[config.mk]
export PLATFORM = sky130hd
export DESIGN_NAME = bank_htu_req_ctrl
export DESIGN_NICKNAME = d
export VERILOG_FILES = /design/src/rtl/bank_htu_pkg.sv /design/src/rtl/bank_htu_mem_port.sv /design/src/rtl/bank_htu_req_ctrl.sv
export SDC_FILE = /design/constraint.sdc
export NUM_CORES = 1
export LEC_CHECK = 0
export ABC_AREA = 1
export BUFFER_PORTS_ARGS = -buffer_cell sky130_fd_sc_hd__clkbuf_2
export CORE_MARGIN = 5
export CORE_UTILIZATION = 42
export DETAILED_ROUTE_END_ITERATION = 8
export GPL_TIMING_DRIVEN = 1
export PLACE_DENSITY = 0.81
export SYNTH_ARGS = -nofsm -noshare
export SYNTH_HDL_FRONTEND = slang
export SYNTH_SLANG_ARGS = --single-unit
[constraint.sdc]
create_clock -name clk_i -period 1.7 [get_ports clk_i]
set_clock_uncertainty 0.15 [all_clocks]
set_input_delay 0.34 -clock clk_i [delete_from_list [all_inputs] [get_ports clk_i]]
set_output_delay 0.34 -clock clk_i [all_outputs]
set_load 0.05 [all_outputs]
[src/rtl/bank_htu_pkg.sv]
// Shared encodings for the HTU bank request sequencer.
package bank_htu_pkg;

    localparam int TAG_W = 22;

    typedef enum logic [1:0] {
        OP_READ  = 2'd0,
        OP_WRITE = 2'd1,
        OP_FLUSH = 2'd2,
        OP_INV   = 2'd3
    } op_e;

    typedef enum logic [1:0] {
        ST_INVALID = 2'b00,
        ST_CLEAN   = 2'b01,
        ST_DIRTY   = 2'b10
    } ofs_state_e;

    typedef enum logic [2:0] {
        S_IDLE,
        S_LOOKUP,
        S_WB_REQ,
        S_WB_WAIT,
        S_RF_REQ,
        S_RF_WAIT,
        S_RESP
    } state_e;

endpackage

[src/rtl/bank_htu_mem_port.sv]
// Sub-memory handshake shared by writeback and refill: holds the request until
// accepted, then reports the completion seen while waiting.
module bank_htu_mem_port
    import bank_htu_pkg::*;
(
    input  logic        req_phase_i,
    input  logic        wait_phase_i,
    input  logic        is_wb_i,
    input  logic [31:0] addr_i,
    input  logic [2:0]  way_i,
    input  logic [1:0]  wmask_i,
    input  logic        mem_req_ready_i,
    input  logic        mem_resp_valid_i,
    output logic        mem_req_valid_o,
    output logic        mem_req_is_wb_o,
    output logic [31:0] mem_req_addr_o,
    output logic [2:0]  mem_req_way_o,
    output logic [1:0]  mem_req_wmask_o,
    output logic        req_done_o,
    output logic        resp_done_o
);

    // Payload comes from fields latched by the sequencer, so it stays stable
    // for as long as the request phase lasts.
    assign mem_req_valid_o = req_phase_i;
    assign mem_req_is_wb_o = req_phase_i && is_wb_i;
    assign mem_req_addr_o  = req_phase_i ? addr_i  : '0;
    assign mem_req_way_o   = req_phase_i ? way_i   : '0;
    assign mem_req_wmask_o = req_phase_i ? wmask_i : '0;

    assign req_done_o  = req_phase_i && mem_req_ready_i;
    assign resp_done_o = wait_phase_i && mem_resp_valid_i;

endmodule

[src/rtl/bank_htu_req_ctrl.sv]
// Blocking per-bank request sequencer: set lookup, optional victim writeback and
// refill, then response. Perf counters exist when BANK_HTU_REQ_CTRL_PERF_EN is defined.
module bank_htu_req_ctrl
    import bank_htu_pkg::*;
#(
    parameter int SET_IDX_W = 5,
    parameter int NUM_SETS  = 32
) (
    input  logic                 clk_i,
    input  logic                 rst_i,
    input  logic                 req_valid_i,
    output logic                 req_ready_o,
    input  logic [1:0]           req_op_i,
    input  logic [31:0]          req_addr_i,
    output logic [NUM_SETS-1:0]  set_sel_o,
    output logic                 lookup_o,
    output logic                 op_is_read_o,
    output logic                 op_is_write_o,
    output logic                 op_is_flush_o,
    output logic                 op_is_invalidate_o,
    output logic [TAG_W-1:0]     access_tag_o,
    output logic                 access_offset_o,
    input  logic                 cl_hit_i,
    input  logic                 cl_need_evict_i,
    input  logic [1:0]           cl_offset0_state_i,
    input  logic [1:0]           cl_offset1_state_i,
    input  logic [2:0]           cl_way_i,
    output logic                 mem_req_valid_o,
    input  logic                 mem_req_ready_i,
    output logic                 mem_req_is_wb_o,
    output logic [31:0]          mem_req_addr_o,
    output logic [2:0]           mem_req_way_o,
    output logic [1:0]           mem_req_wmask_o,
    input  logic                 mem_resp_valid_i,
    output logic                 resp_valid_o,
    input  logic                 resp_ready_i,
    output logic                 resp_hit_o,
    output logic [2:0]           resp_way_o
`ifdef BANK_HTU_REQ_CTRL_PERF_EN
    ,
    output logic [31:0]          perf_hit_cnt_o,
    output logic [31:0]          perf_miss_cnt_o,
    output logic [31:0]          perf_wb_cnt_o
`endif
);

    state_e                 state_q, state_d;
    op_e                    op_q;
    logic [TAG_W-1:0]       tag_q;
    logic [SET_IDX_W-1:0]   set_q;
    logic                   offset_q;
    logic                   hit_q;
    logic [2:0]             way_q;
    logic [1:0]             wmask_q, wmask_d;

    logic        in_lookup, in_wb, req_phase, wait_phase;
    logic        accept, req_done, resp_done, is_rw;
    logic [1:0]  acc_state;
    logic [31:0] wb_addr, rf_addr;
    logic        unused_addr_bits;

    assign in_lookup  = (state_q == S_LOOKUP);
    assign in_wb      = (state_q == S_WB_REQ) || (state_q == S_WB_WAIT);
    assign req_phase  = (state_q == S_WB_REQ) || (state_q == S_RF_REQ);
    assign wait_phase = (state_q == S_WB_WAIT) || (state_q == S_RF_WAIT);
    assign is_rw      = (op_q == OP_READ) || (op_q == OP_WRITE);
    assign acc_state  = offset_q ? cl_offset1_state_i : cl_offset0_state_i;

    // Ready is masked by reset so nothing is accepted while the bank is held in reset.
    assign req_ready_o = rst_i && (state_q == S_IDLE);
    assign accept      = req_valid_i && req_ready_o;

    assign unused_addr_bits = ^req_addr_i[3:0];

    always_comb begin
        // NOTE: every output of this block gets a default first, so no path can infer a latch.
        state_d = state_q;
        wmask_d = {cl_offset1_state_i == ST_DIRTY, cl_offset0_state_i == ST_DIRTY};
        unique case (state_q)
            S_IDLE:    if (accept) state_d = S_LOOKUP;
            S_LOOKUP: begin
                if (is_rw && !cl_hit_i && cl_need_evict_i) begin
                    state_d = S_WB_REQ;
                end else if (op_q == OP_FLUSH && cl_hit_i && acc_state == ST_DIRTY) begin
                    state_d = S_WB_REQ;
                    wmask_d = offset_q ? 2'b10 : 2'b01;
                end else if (op_q == OP_READ && (!cl_hit_i || acc_state == ST_INVALID)) begin
                    state_d = S_RF_REQ;
                end else begin
                    state_d = S_RESP;
                end
            end
            S_WB_REQ:  if (req_done) state_d = S_WB_WAIT;
            // A write miss only needs the victim gone; the write itself fills its offset.
            S_WB_WAIT: if (resp_done) state_d = (op_q == OP_READ) ? S_RF_REQ : S_RESP;
            S_RF_REQ:  if (req_done) state_d = S_RF_WAIT;
            S_RF_WAIT: if (resp_done) state_d = S_RESP;
            S_RESP:    if (resp_ready_i) state_d = S_IDLE;
            default:   state_d = S_IDLE;
        endcase
    end

    always_ff @(posedge clk_i or negedge rst_i) begin
        // NOTE: non-blocking assignments let every flop sample pre-edge values, independent of statement order.
        if (!rst_i) begin
            state_q  <= S_IDLE;
            op_q     <= OP_READ;
            tag_q    <= '0;
            set_q    <= '0;
            offset_q <= 1'b0;
            hit_q    <= 1'b0;
            way_q    <= '0;
            wmask_q  <= '0;
        end else begin
            state_q <= state_d;
            if (accept) begin
                op_q     <= op_e'(req_op_i);
                tag_q    <= req_addr_i[31:32-TAG_W];
                set_q    <= req_addr_i[9:10-SET_IDX_W];
                offset_q <= req_addr_i[4];
            end
            if (in_lookup) begin
                hit_q   <= cl_hit_i;
                way_q   <= cl_way_i;
                wmask_q <= wmask_d;
            end
        end
    end

    assign wb_addr = {{TAG_W{1'b0}}, set_q, {(10-SET_IDX_W){1'b0}}};
    assign rf_addr = {tag_q, set_q, offset_q, {(9-SET_IDX_W){1'b0}}};

    bank_htu_mem_port u_mem_port (
        .req_phase_i      (req_phase),
        .wait_phase_i     (wait_phase),
        .is_wb_i          (in_wb),
        .addr_i           (in_wb ? wb_addr : rf_addr),
        .way_i            (way_q),
        .wmask_i          (in_wb ? wmask_q : 2'b00),
        .mem_req_ready_i  (mem_req_ready_i),
        .mem_resp_valid_i (mem_resp_valid_i),
        .mem_req_valid_o  (mem_req_valid_o),
        .mem_req_is_wb_o  (mem_req_is_wb_o),
        .mem_req_addr_o   (mem_req_addr_o),
        .mem_req_way_o    (mem_req_way_o),
        .mem_req_wmask_o  (mem_req_wmask_o),
        .req_done_o       (req_done),
        .resp_done_o      (resp_done)
    );

    assign lookup_o           = in_lookup;
    assign set_sel_o          = in_lookup ? (NUM_SETS'(1) << set_q) : '0;
    assign op_is_read_o       = in_lookup && (op_q == OP_READ);
    assign op_is_write_o      = in_lookup && (op_q == OP_WRITE);
    assign op_is_flush_o      = in_lookup && (op_q == OP_FLUSH);
    assign op_is_invalidate_o = in_lookup && (op_q == OP_INV);
    assign access_tag_o       = tag_q;
    assign access_offset_o    = offset_q;

    assign resp_valid_o = (state_q == S_RESP);
    assign resp_hit_o   = resp_valid_o && hit_q;
    assign resp_way_o   = resp_valid_o ? way_q : '0;

`ifdef BANK_HTU_REQ_CTRL_PERF_EN
    logic [31:0] hit_cnt_q, miss_cnt_q, wb_cnt_q;

    always_ff @(posedge clk_i or negedge rst_i) begin
        if (!rst_i) begin
            hit_cnt_q  <= '0;
            miss_cnt_q <= '0;
            wb_cnt_q   <= '0;
        end else begin
            if (in_lookup && is_rw && cl_hit_i && hit_cnt_q != '1)
                hit_cnt_q <= hit_cnt_q + 32'd1;
            if (in_lookup && is_rw && !cl_hit_i && miss_cnt_q != '1)
                miss_cnt_q <= miss_cnt_q + 32'd1;
            if (req_done && in_wb && wb_cnt_q != '1)
                wb_cnt_q <= wb_cnt_q + 32'd1;
        end
    end

    assign perf_hit_cnt_o  = hit_cnt_q;
    assign perf_miss_cnt_o = miss_cnt_q;
    assign perf_wb_cnt_o   = wb_cnt_q;
`endif

endmodule

==> metrics.md, run 1 <==
| Metric | Value |
|---|---|
| Status | aborted with a tool error |
| Fail Step | clock tree synthesis (4_1_cts) |
| Error message | [ERROR DPL-0038] Utilization greater than 100%, impossible to legalize |
| Buffers on Ports | 145 |
| Die width | 83.5 um |
| Mapped Cells | 330 |
| Part of the Yosys area used for sequential elements | 0.430 |
| Cell row count | 26 |
| Num CTS Buffers | 5 |
| PostCTS Resize Cnt | 170 |
| Synth warn | 0 |
| Sink Count | 39 |
| Die Span Y | 83.5 um |
| DP Wirelength | 6.86 mm |
| Ports | 154 |
| FF+latch count, synth | 39 |
| Synthesized cell area | 0.00227 mm2 |
| CTS max path bufs | 2 |
| Root Buffer | clkbuf_8 |
| # Post-CTS Setup Buffers | 14 |
| Synth cell types | 22 |
| Initial Utilization | 0.439 |
| Syn Area/Cell | 6.87 um2 |
| Post-CTS Hold Buffers | 1 |
| Dpl cell area | 0.00417 mm2 |
| Gpl congestion | 0.829 |
| Htree depth | 2 |
[per-stage QoR]
| step | setup TNS (ns) | std cells | worst slack [ns] |
|---|---|---|---|
| 2_1_floorplan | -12.82 | 333 | -0.256 |
| 3_3_place_gp | -14.69 | 570 | -0.501 |
| 3_5_place_dp | -18.42 | 570 | -0.575 |
[cell usage after synthesis (all sizes together)]
cell type,n,share of area
nand3,10,0.022
conb,1,0.0017
clkbuf,4,0.0066
nor3,4,0.0088
clkinv,4,0.0066
a31oi,1,0.0028
nand2,35,0.063
dfrtp,39,0.43
or2,1,0.0028
o21ai,9,0.020
nor2,111,0.19
inv,47,0.078
a21oi,32,0.071
nand4,16,0.044
buf,16,0.052
[cells by family after synthesis]
kind of cell | after synthesis | synth area share
compound gates | 42 | 0.0932
flops | 39 | 0.430
other cells | 1 | 0.00165
buf+inv | 71 | 0.143
simple gates | 177 | 0.332
==> run 2, diff against run 1 <==
- CORE_UTILIZATION: 42 -> 35
- PLACE_DENSITY: 0.81 -> not set
- PLACE_DENSITY_LB_ADDON: not set -> 0.15
==> metrics.md, run 2 <==
| Metric | Value |
|---|---|
| Post-synth top cells | nor2_1 (107), inv_1 (46), dfrtp_1 (39) |
| Clk network pwr share | 0.051 |
| Synthesized cell area | 0.00227 mm2 (unchanged) |
| Worst-path clk slew | 0.08 ns |
| Gpl congestion | 0.903 (+8.9%) |
| Status | complete, but fails checks |
| Die width | 90.5 um (+8.4%) |
| # DRC | 0 |
| Cell taking the most area after synthesis | dfrtp_1 |
| CP arrival | 1.74 ns |
| Cell Count Post-Placement | 571 (+0.18%) |
| Seq pwr share | 0.143 |
| Async SR Flop Fraction | 1.00 (unchanged) |
| Core area | 0.00631 mm2 |
| Synth warn | 0 (unchanged) |
| Number of max-cap violations | 0 |
| Synth Area in Compound Gates | 0.0932 (unchanged) |
| TritonRoute pass-1 iters | 4 |
| Initial Utilization | 0.359 (-0.0793) |
| Min-delay src | req_addr_i[27] |
| WL per Instance | 19.3 um |
| Worst R2R Setup Slack | -0.27 ns |
| Pre-CTS setup slack | -0.633 ns (-0.0582 ns) |
| Mapped Cells | 330 (unchanged) |
| Failing checks | setup timing |
| Final max-slew violation count | 0 |
| Internal Pwr Total | 5120 uW |
| Xor-xnor portion of the synthesized cell area | 0 (unchanged) |
| Initial antenna violation count | 0 |
| Final Critical Period | 2.23 ns |
| Reg2reg start | state_q[2] |
| Switching share of power | 0.555 |
| Htree depth | 2 (unchanged) |
| FF+latch count, synth | 39 (unchanged) |
| FF-to-FF End | access_tag_o[11] |
| P&R area growth vs syn | 151% |
| Hold Crit Class | in -> reg |
| Critical path required time | 1.21 ns |
| Largest family of logic cells by synthesized area | simple AND/OR/NAND/NOR gates |
| Part of the Yosys area used for sequential elements | 0.430 (unchanged) |
| All-Layer GR Usage | 0.220 |
| Vias post-DR | 3188 |
| Post-synthesis mux area share | 0 (unchanged) |
| Gr ovfl total | 0 |
| DR vias/cell | 5.21 |
| Crit path max fanout | 4 |
| Synth cell types | 22 (unchanged) |
| Leakage | 0.00255 uW |
| CTS tree | done |
| Ports | 154 (unchanged) |
| Synth top area share | 0.430 (unchanged) |
| Cell row count | 29 (+12%) |
| Vias in the first global route | 3095 |
| Syn Area/Cell | 6.87 um2 (unchanged) |
| Area share of fa/ha/maj cells after synthesis | 0 (unchanged) |
| WHS Path Cells | 3 |
| Total Power | 11500 uW |
| Top FF cell, synth | dfrtp_1 |
| Nets | 585 |
| Antenna Violating Nets Remaining | 0 |
| Synth Area in Simple Gates | 0.331 (unchanged) |
| Sink Count | 39 (unchanged) |
| Layout cell share with drive strength beyond 1 | 0.677 |
| Worst skew pair latency | 0.29 ns |
| Diodes inserted | 0 |
| Hold path endpoint | access_tag_o[17] |
| P_sw | 6390 uW |
| Largest net degree at the start of global routing | 33 |
| Startpoint types | register |
| Num CTS Buffers | 5 (unchanged) |
| Fillers | 252 |
| Number of synthesized flops with an enable pin | 0 (unchanged) |
| Final hold vios | 0 |
| Layout Utilization | 0.902 |
| Largest cells by area after synthesis | dfrtp_1 (43%), nor2_1 (18%), inv_1 (7.6%) |
| Most common library cell in the layout ignoring fill and taps | nor2_4 |
| Die Span Y | 90.5 um (+8.4%) |
| Most frequent cells in the layout | nor2_4 (86), clkbuf_2 (67), buf_8 (63) |
| Non-filler instance count after layout | 612 |
| Critical Path End Type | primary output |
| VDD IR max | 1.37 mV |
| Top-count cell post-synth | nor2_1 |
| Final period utilization | 1.31 |
| Setup Crit Path Kind | reg -> out |
| DP Wirelength | 5.97 mm (-13%) |
| CTS max path bufs | 2 (unchanged) |
| Full die area | 0.00819 mm2 |
| Setup repair after global routing missed its margin | yes |
| First-pass GRT wire length | 14.9 mm |
| FMAX | 449 MHz |
| Combinational cell fraction of total power | 0.806 |
| Cells on worst reg2reg path | 12 |
| Worst setup margin | -0.525 ns |
| Final WL | 11.8 mm |
| Buffers on Ports | 145 (unchanged) |
| Detailed Route Iter0 Violations | 143 |
| Largest register FFs | 22 |
| Final setup fails | 112 |
| Root Buffer | clkbuf_8 |
| Pwr Density | 2020 mW/mm2 |
## run 2: worst max-delay path by stage
stage,to,slack (ns),cells after the start,start
floorplan,mem_req_addr_o[5],-0.26,6,state_q[2]
global route,op_is_read_o,-0.60,8,state_q[1]
global placement,mem_req_valid_o,-0.58,6,state_q[1]
finish,op_is_read_o,-0.53,8,state_q[1]
CTS,op_is_write_o,-0.56,8,state_q[1]
detailed placement,mem_req_valid_o,-0.63,6,state_q[1]
## run 2: final cells by class
class,count,area (um2),share of cell area
clock buffers,6,72.6,0.0127
well taps,77,96.3,0.0169
flip-flops and latches,39,976,0.171
inverters,51,214,0.0376
repair buffers,215,2450,0.429
multi-input cells,224,1890,0.332
## run 2: per-layer routing
layer	global-route usage	vias up	part of all wire
met2	0.409	180	0.53
met5	0	-	0
met3	0.0558	34	0.074
met4	0.0583	0	0.033
met1	0.247	1542	0.36
li1	-	1432	-
## run 2: cells by family after synthesis
logic type,Yosys count
AOI/OAI and AO/OA,42
buffers and inverters,71
DFF,39
other,1
and+or+nand+nor,177
## run 2: power groups by stage
stage / Combinational (uW) / Sequential, uW / Clock [uW]
floorplan: 3940 / 2510 / 0
global placement: 6510 / 1610 / 0
detailed placement: 6610 / 1610 / 0
CTS: 7980 / 1610 / 602
global route: 9660 / 1690 / 635
finish: 9280 / 1650 / 590
## run 2: critical path, cell delays in order (launching register included)
cell,delay [ns]
dfrtp_1,0.40
inv_2,0.08
buf_6,0.10
nand2_4,0.05
nor2_4,0.15
buf_12,0.13
clkinvlp_4,0.17
nor3_4,0.19
buf_8,0.17
## run 2: what timing repair did
action	4_1_cts	5_1_grt
cloned	3	7
setup buffers	13	14
pin swaps	17	30
gates resized for setup	168	149
hold endpoints to repair	27	0
endpoints found under the setup margin	83	108
hold buffers	1	0
## run 2: through the flow
| step | setup TNS [ns] | hold slack (ns) | area [um2] |
|---|---|---|---|
| after floorplan | -12.82 | -0.106 | 2870 |
| after global placement | -17.05 | 0.173 | 4050 |
| after detailed placement | -19.15 | 0.185 | 4050 |
| after CTS | -28.56 | 0.122 | 5060 |
| after global routing | -45.95 | 0.148 | 5700 |
| final | -39.22 | 0.141 | 5700 |
Note: power is estimated with default switching activity, not from simulation.
==> run 3, diff against run 2 <==
- REMOVE_ABC_BUFFERS: not set -> 1
==> metrics.md, run 3 (synthesized netlist as in run 2, its figures left out) <==
| Metric | Value |
|---|---|
| Status | complete, but fails checks |
| Failing checks | setup timing |
| Reg area | 978 um2 (+0.26%) |
| Multi-input combinational cell area | 0.00188 mm2 (-0.66%) |
| Hold slack | 0.0282 ns (-0.113 ns) |
| Most frequent cells in the layout | nor2_4 (84), clkbuf_2 (67), buf_8 (61) |
| First-pass GRT wire length | 15.0 mm (+0.14%) |
| Startpoint types | register |
| DR vias/cell | 5.34 (+2.5%) |
| P&R area growth vs syn | 139% |
| Core area | 0.00631 mm2 (unchanged) |
| Gr ovfl total | 0 (unchanged) |
| Fillers | 300 (+19%) |
| WL per Instance | 21.1 um (+9.1%) |
| Num CTS Buffers | 5 (unchanged) |
| Initial antenna violation count | 0 (unchanged) |
| VDD IR max | 1.84 mV (+34%) |
| Die Span Y | 90.5 um (unchanged) |
| Largest net degree at the start of global routing | 40 (+21%) |
| Layout cell share with drive strength beyond 1 | 0.673 (-0.00348) |
| Slowest cell on crit path | nand4_1 |
| Gpl congestion | 0.809 (-10%) |
| Pre-CTS setup slack | -0.193 ns (+0.440 ns) |
| Diodes inserted | 0 (unchanged) |
| Slowest stage delay, CP | 0.45 ns (+0.05 ns) |
| Slew @ Worst Pin | 0.510 ns |
| Most common library cell in the layout ignoring fill and taps | nor2_4 |
| Leakage | 0.00238 uW (-6.7%) |
| Htree depth | 2 (unchanged) |
| Hold Crit Class | in -> async |
| CTS max path bufs | 2 (unchanged) |
| # DRC | 0 (unchanged) |
| Worst setup margin | -0.513 ns (+0.0117 ns) |
| Full die area | 0.00819 mm2 (unchanged) |
| Final Critical Period | 2.21 ns (-0.0117 ns) |
| CP arrival | 1.72 ns (-0.02 ns) |
| Worst skew pair latency | 0.29 ns (about the same) |
| Critical Path End Type | primary output |
| WL met1 | 4.40 mm (+3.2%) |
| Initial Utilization | 0.359 (unchanged) |
| Antenna Violating Nets Remaining | 0 (unchanged) |
| CTS tree | done |
| Largest register FFs | 22 (unchanged) |
| Crit path max fanout | 10 (+6) |
| Final WL | 12.4 mm (+5.4%) |
| Cell Count Post-Placement | 559 (-2.1%) |
| Worst slew margin | 0.660 |
| Sink Count | 39 (unchanged) |
| Final period utilization | 1.30 (-0.00691) |
| Worst-path clk slew | 0.08 ns (about the same) |
| Detailed Route Iter0 Violations | 130 (-9.1%) |
| Vias in the first global route | 3013 (-2.6%) |
| Buffers on Ports | 145 (unchanged) |
| Number of max-cap violations | 0 (unchanged) |
| Vias post-DR | 3157 (-0.97%) |
| Ports | 154 (unchanged) |
| Non-filler instance count after layout | 591 (-3.4%) |
| All-Layer GR Usage | 0.223 (+0.00242) |
| Uppermost routed layer | met4 |
| Crit path cell chain | clkinv_1 > nand4_1 > nor2_4 > buf_8 |
| WL met3 | 726 um (-17%) |
| Final setup fails | 109 (-2.7%) |
| Nets | 562 (-3.9%) |
| FMAX | 452 MHz (+0.53%) |
| Met2 wire len | 6.87 mm (+9.3%) |
| Final max-slew violation count | 0 (unchanged) |
| DP Wirelength | 5.45 mm (-8.8%) |
| Post-CTS Hold Buffers | 0 (-1) |
| Pwr Density | 2040 mW/mm2 (+0.87%) |
| Critical path required time | 1.21 ns (about the same) |
| Setup repair after global routing missed its margin | yes |
| Root Buffer | clkbuf_8 |
| Final hold vios | 0 (unchanged) |
| Die width | 90.5 um (unchanged) |
| TritonRoute pass-1 iters | 5 (+1) |
| Setup Crit Path Kind | reg -> out |
| Cell row count | 29 (unchanged) |
==> run 3: cell count changes in the layout (fill, tap and decap cells not counted), moves of 4 or more <==
cell	previous run	this run
a21oi_1	8	17
buf_6	19	11
nor2_1	14	7
buf_12	22	18
buf_4	32	23
inv_2	2	6
nor2_2	11	20
a21oi_2	22	15
==> run 3: report_power, final <==
part           internal (uW)  total, uW  switching (uW)
sequential              1370       1740             374
clock                    371        692             322
combinational           2970       8610            5640
==> run 3: worst max-delay path, delay by kind of cell, from the launching register on <==
kind	cells	cell delay, ns
simple gates	2	0.53
flops	1	0.38
buf+inv	2	0.52
==> run 3: per-stage QoR <==
step | area (um2) | TNS (ns) | power [uW] | utilization
global placement | 3410 | -7.38 | 7130 | 0.540
CTS | 4640 | -29.60 | 9400 | 0.735
finish | 5410 | -30.66 | 11000 | 0.858
detailed placement | 3410 | -9.39 | 7200 | 0.540
floorplan | 2150 | -60.77 | 5330 | -
global route | 5410 | -37.22 | 11500 | 0.858
==> run 3: timing repair <==
action	in CTS	in global routing
gates cloned	2	10
setup endpoints to repair	78	111
pin swaps	8	13
setup buffers	10	8
gates resized for setup	267	177
endpoints found under the hold margin	0	0
==> run 3: area by class of cell <==
| class | count | share of cell area |
|---|---|---|
| Sequential cell | 39 | 0.181 |
| Clock buffer | 8 | 0.0185 |
| Tap cell | 77 | 0.0178 |
| Timing Repair Buffer | 190 | 0.397 |
| Multi-Input combinational cell | 226 | 0.347 |
| Inverter | 51 | 0.0388 |
==> run 3: worst paths after layout <==
| kind | startpoint | to | slack, ns | cells after the start |
|---|---|---|---|---|
| max | set_q[0] | set_sel_o[2] | -0.51 | 4 |
| min | rst_i | way_q[0] | 0.03 | 2 |
| max reg2reg | state_q[0] | state_q[0] | -0.12 | 10 |
| min reg2reg | access_tag_o[9] | access_tag_o[9] | 0.41 | 2 |
| max in group asynchronous | rst_i | set_q[4] | 0.99 | 2 |
| min in group clk_i | cl_way_i[0] | way_q[0] | 0.14 | 3 |
==> run 3: routing by layer <==
layer | global-route usage | vias to the layer above
met1 | 0.249 | 1565
met4 | 0.0695 | 0
li1 | - | 1388
met5 | 0 | -
met2 | 0.408 | 172
met3 | 0.0567 | 32
==> run 4, diff against run 3 <==
--- a/config.mk
+++ b/config.mk
@@ -7,4 +7,5 @@
 export LEC_CHECK = 0
 export ABC_AREA = 1
+export ABC_CLOCK_PERIOD_IN_PS = 1700
 export BUFFER_PORTS_ARGS = -buffer_cell sky130_fd_sc_hd__clkbuf_2
 export CORE_MARGIN = 5
@@ -12,4 +13,5 @@
 export DETAILED_ROUTE_END_ITERATION = 8
 export GPL_TIMING_DRIVEN = 1
+export MAX_ROUTING_LAYER = met4
 export PLACE_DENSITY_LB_ADDON = 0.15
 export REMOVE_ABC_BUFFERS = 1
==> constraint.sdc (replaced) <==
create_clock -name clk_i -period 1.7 [get_ports clk_i]
set_clock_uncertainty 0.15 [all_clocks]
set_input_delay 0.425 -clock clk_i [delete_from_list [all_inputs] [get_ports clk_i]]
set_output_delay 0.425 -clock clk_i [all_outputs]
set_load 0.05 [all_outputs]
==> metrics.md, run 4 (synthesized netlist as in run 2, its figures left out) <==
| Metric | Value |
|---|---|
| Root Buffer | clkbuf_8 |
| Worst setup margin | -0.550 ns (-0.0362 ns) |
| Pwr Density | 2050 mW/mm2 (+0.68%) |
| Most common library cell in the layout ignoring fill and taps | nor2_4 |
| CP Buf/Inv Count | 3 (+1) |
| Detailed Route Iter0 Violations | 219 (+68%) |
| Gr ovfl total | 0 (unchanged) |
| Worst slew margin | 0.655 (-0.00444) |
| DR vias/cell | 5.33 (-0.25%) |
| Initial Utilization | 0.359 (unchanged) |
| Worst-path clk slew | 0.08 ns (about the same) |
| Worst skew pair latency | 0.29 ns (about the same) |
| Post-CTS Hold Buffers | 0 (unchanged) |
| Final setup fails | 109 (unchanged) |
| Startpoint types | register |
| Non-filler instance count after layout | 594 (+0.51%) |
| Cell Count Post-Placement | 561 (+0.36%) |
| Layout cell share with drive strength beyond 1 | 0.662 (-0.0116) |
| Final WL | 12.4 mm (-0.28%) |
| Reg2reg start | state_q[0] |
| Number of max-cap violations | 0 (unchanged) |
| Hold slack | 0.208 ns (+0.180 ns) |
| Crit path cell chain | inv_2 > nand2_2 > nor2_4 > buf_12 > nand2_8 > nor2_2 > buf_8 |
| Crit path capture | set_sel_o[1] |
| VDD IR max | 1.71 mV (-7.0%) |
| First-pass GRT wire length | 14.6 mm (-2.6%) |
| Final max-slew violation count | 0 (unchanged) |
| Hold Crit Class | in -> async |
| Nets | 565 (+0.53%) |
| Core area | 0.00631 mm2 (unchanged) |
| Cells on worst reg2reg path | 10 (unchanged) |
| Switching share of power | 0.560 (-0.0135) |
| DP Wirelength | 5.53 mm (+1.4%) |
| Layout Utilization | 0.873 (+0.0151) |
| Leakage | 0.00242 uW (+1.7%) |
| Crit path max fanout | 8 (-2) |
| Seq pwr share | 0.153 (-0.005) |
| Final hold vios | 0 (unchanged) |
| Critical Path End Type | primary output |
| TritonRoute pass-1 iters | 7 (+2) |
| Critical path depth | 7 (+3) |
| Die Span Y | 90.5 um (unchanged) |
| Htree depth | 2 (unchanged) |
| Gpl congestion | 0.828 (+2.4%) |
| Full die area | 0.00819 mm2 (unchanged) |
| CTS tree | done |
| Diodes inserted | 0 (unchanged) |
| Ports | 154 (unchanged) |
| Antenna Violating Nets Remaining | 0 (unchanged) |
| Combinational cell fraction of total power | 0.765 (-0.015) |
| Status | complete, but fails checks |
| Initial antenna violation count | 0 (unchanged) |
| CTS max path bufs | 2 (unchanged) |
| Internal Pwr Total | 4970 uW (+5.7%) |
| Clk network pwr share | 0.083 (+0.020) |
| # DRC | 0 (unchanged) |
| Fillers | 298 (-0.67%) |
| Cell row count | 29 (unchanged) |
| Largest net degree at the start of global routing | 40 (unchanged) |
| Vias post-DR | 3165 (+0.25%) |
| Vias in the first global route | 2972 (-1.4%) |
| P&R area growth vs syn | 143% |
| Num CTS Buffers | 5 (unchanged) |
| Slowest stage delay, CP | 0.39 ns (-0.06 ns) |
| FMAX | 445 MHz (-1.6%) |
| Largest register FFs | 22 (unchanged) |
| Sink Count | 39 (unchanged) |
| Buffers on Ports | 145 (unchanged) |
| Setup Crit Path Kind | reg -> out |
| Most frequent cells in the layout | nor2_4 (91), clkbuf_2 (67), buf_8 (55) |
| FF-to-FF End | state_q[2] |
| WL per Instance | 20.9 um (-0.78%) |
| Slowest cell on crit path | dfrtp_1 |
| Worst R2R Setup Slack | -0.10 ns (+0.02 ns) |
| CP arrival | 1.67 ns (-0.05 ns) |
| CP delay by family, top | simple AND/OR/NAND/NOR gates |
| Slew @ Worst Pin | 0.517 ns (+0.00667 ns) |
| Failing checks | setup timing |
| Final period utilization | 1.32 (+0.0213) |
| P_sw | 6340 uW (about the same) |
| Worst setup path start | state_q[1] |
| All-Layer GR Usage | 0.221 (-0.00136) |
| Total Power | 11300 uW (+2.4%) |
| Critical path required time | 1.12 ns (-0.09 ns) |
| Setup repair after global routing missed its margin | yes |
| Final Critical Period | 2.25 ns (+0.0362 ns) |
| Die width | 90.5 um (unchanged) |
run 4: cell count changes in the layout (fill, tap and decap cells not counted), sizes merged:
cell / delta
clkbuf: -2
bufinv: +2
clkinv: +2
clkinvlp: -2
buf: +3
run 4: how the worst min path moves through the flow:
| stage | slack, ns | start | to | cells past startpoint |
|---|---|---|---|---|
| 2_1_floorplan | -0.02 | rst_i | access_offset_o | 0 |
| 3_3_place_gp | 0.37 | access_tag_o[6] | access_tag_o[6] | 2 |
| 3_5_place_dp | 0.38 | access_tag_o[13] | access_tag_o[13] | 2 |
| 4_1_cts | 0.20 | cl_way_i[1] | way_q[1] | 3 |
| 5_1_grt | 0.23 | req_addr_i[16] | access_tag_o[6] | 3 |
| 6_report | 0.21 | rst_i | hit_q | 3 |
run 4: layout make-up:
| type | count | area [um2] | area share |
|---|---|---|---|
| flip-flops and latches | 39 | 978 | 0.178 |
| clock inverters | 2 | 60.1 | 0.0109 |
| inverters | 51 | 205 | 0.0372 |
| clock buffers | 6 | 72.6 | 0.0132 |
| well taps | 77 | 96.3 | 0.0175 |
| repair buffers | 193 | 2200 | 0.399 |
| multi-input cells | 226 | 1900 | 0.344 |
run 4: worst register-to-register path: stages, from the launching register on:
cell       delay, ns
dfrtp_1         0.43
inv_2           0.09
nand2_1         0.09
nor2_4          0.12
buf_6           0.12
nor2_4          0.04
clkbuf_16       0.17
o21ai_0         0.24
nor2_2          0.11
nand2_1         0.08
nand2_1         0.06
run 4: metrics by stage:
| step | setup TNS [ns] | setup slack, ns | cell area, um2 |
|---|---|---|---|
| finish | -36.32 | -0.550 | 5510 |
| global route | -42.39 | -0.590 | 5510 |
| CTS | -35.88 | -0.477 | 4670 |
| detailed placement | -16.04 | -0.267 | 3500 |
| global placement | -13.51 | -0.224 | 3500 |
| floorplan | -67.06 | -1.15 | 2150 |
run 4: what timing repair did:
item / 4_1_cts / 5_1_grt
pin swaps: 8 / 11
gates resized for setup: 237 / 192
buffers inserted: 12 / 10
endpoints found under the setup margin: 96 / 111
gates cloned: 2 / 10
run 4: routing by layer:
metal  global-route usage  wire [um]
met5                    -          0
met2                0.393       6830
met3               0.0367        755
met1                0.260       4480
met4               0.0509        346
run 4: power groups by stage:
stage / registers, uW / logic (uW) / clock network, uW
final: 1730 / 8650 / 934
after global routing: 1770 / 8990 / 976
after CTS: 1630 / 7020 / 939
after detailed placement: 1620 / 5690 / 0
after global placement: 1610 / 5610 / 0
after floorplan: 2550 / 2780 / 0
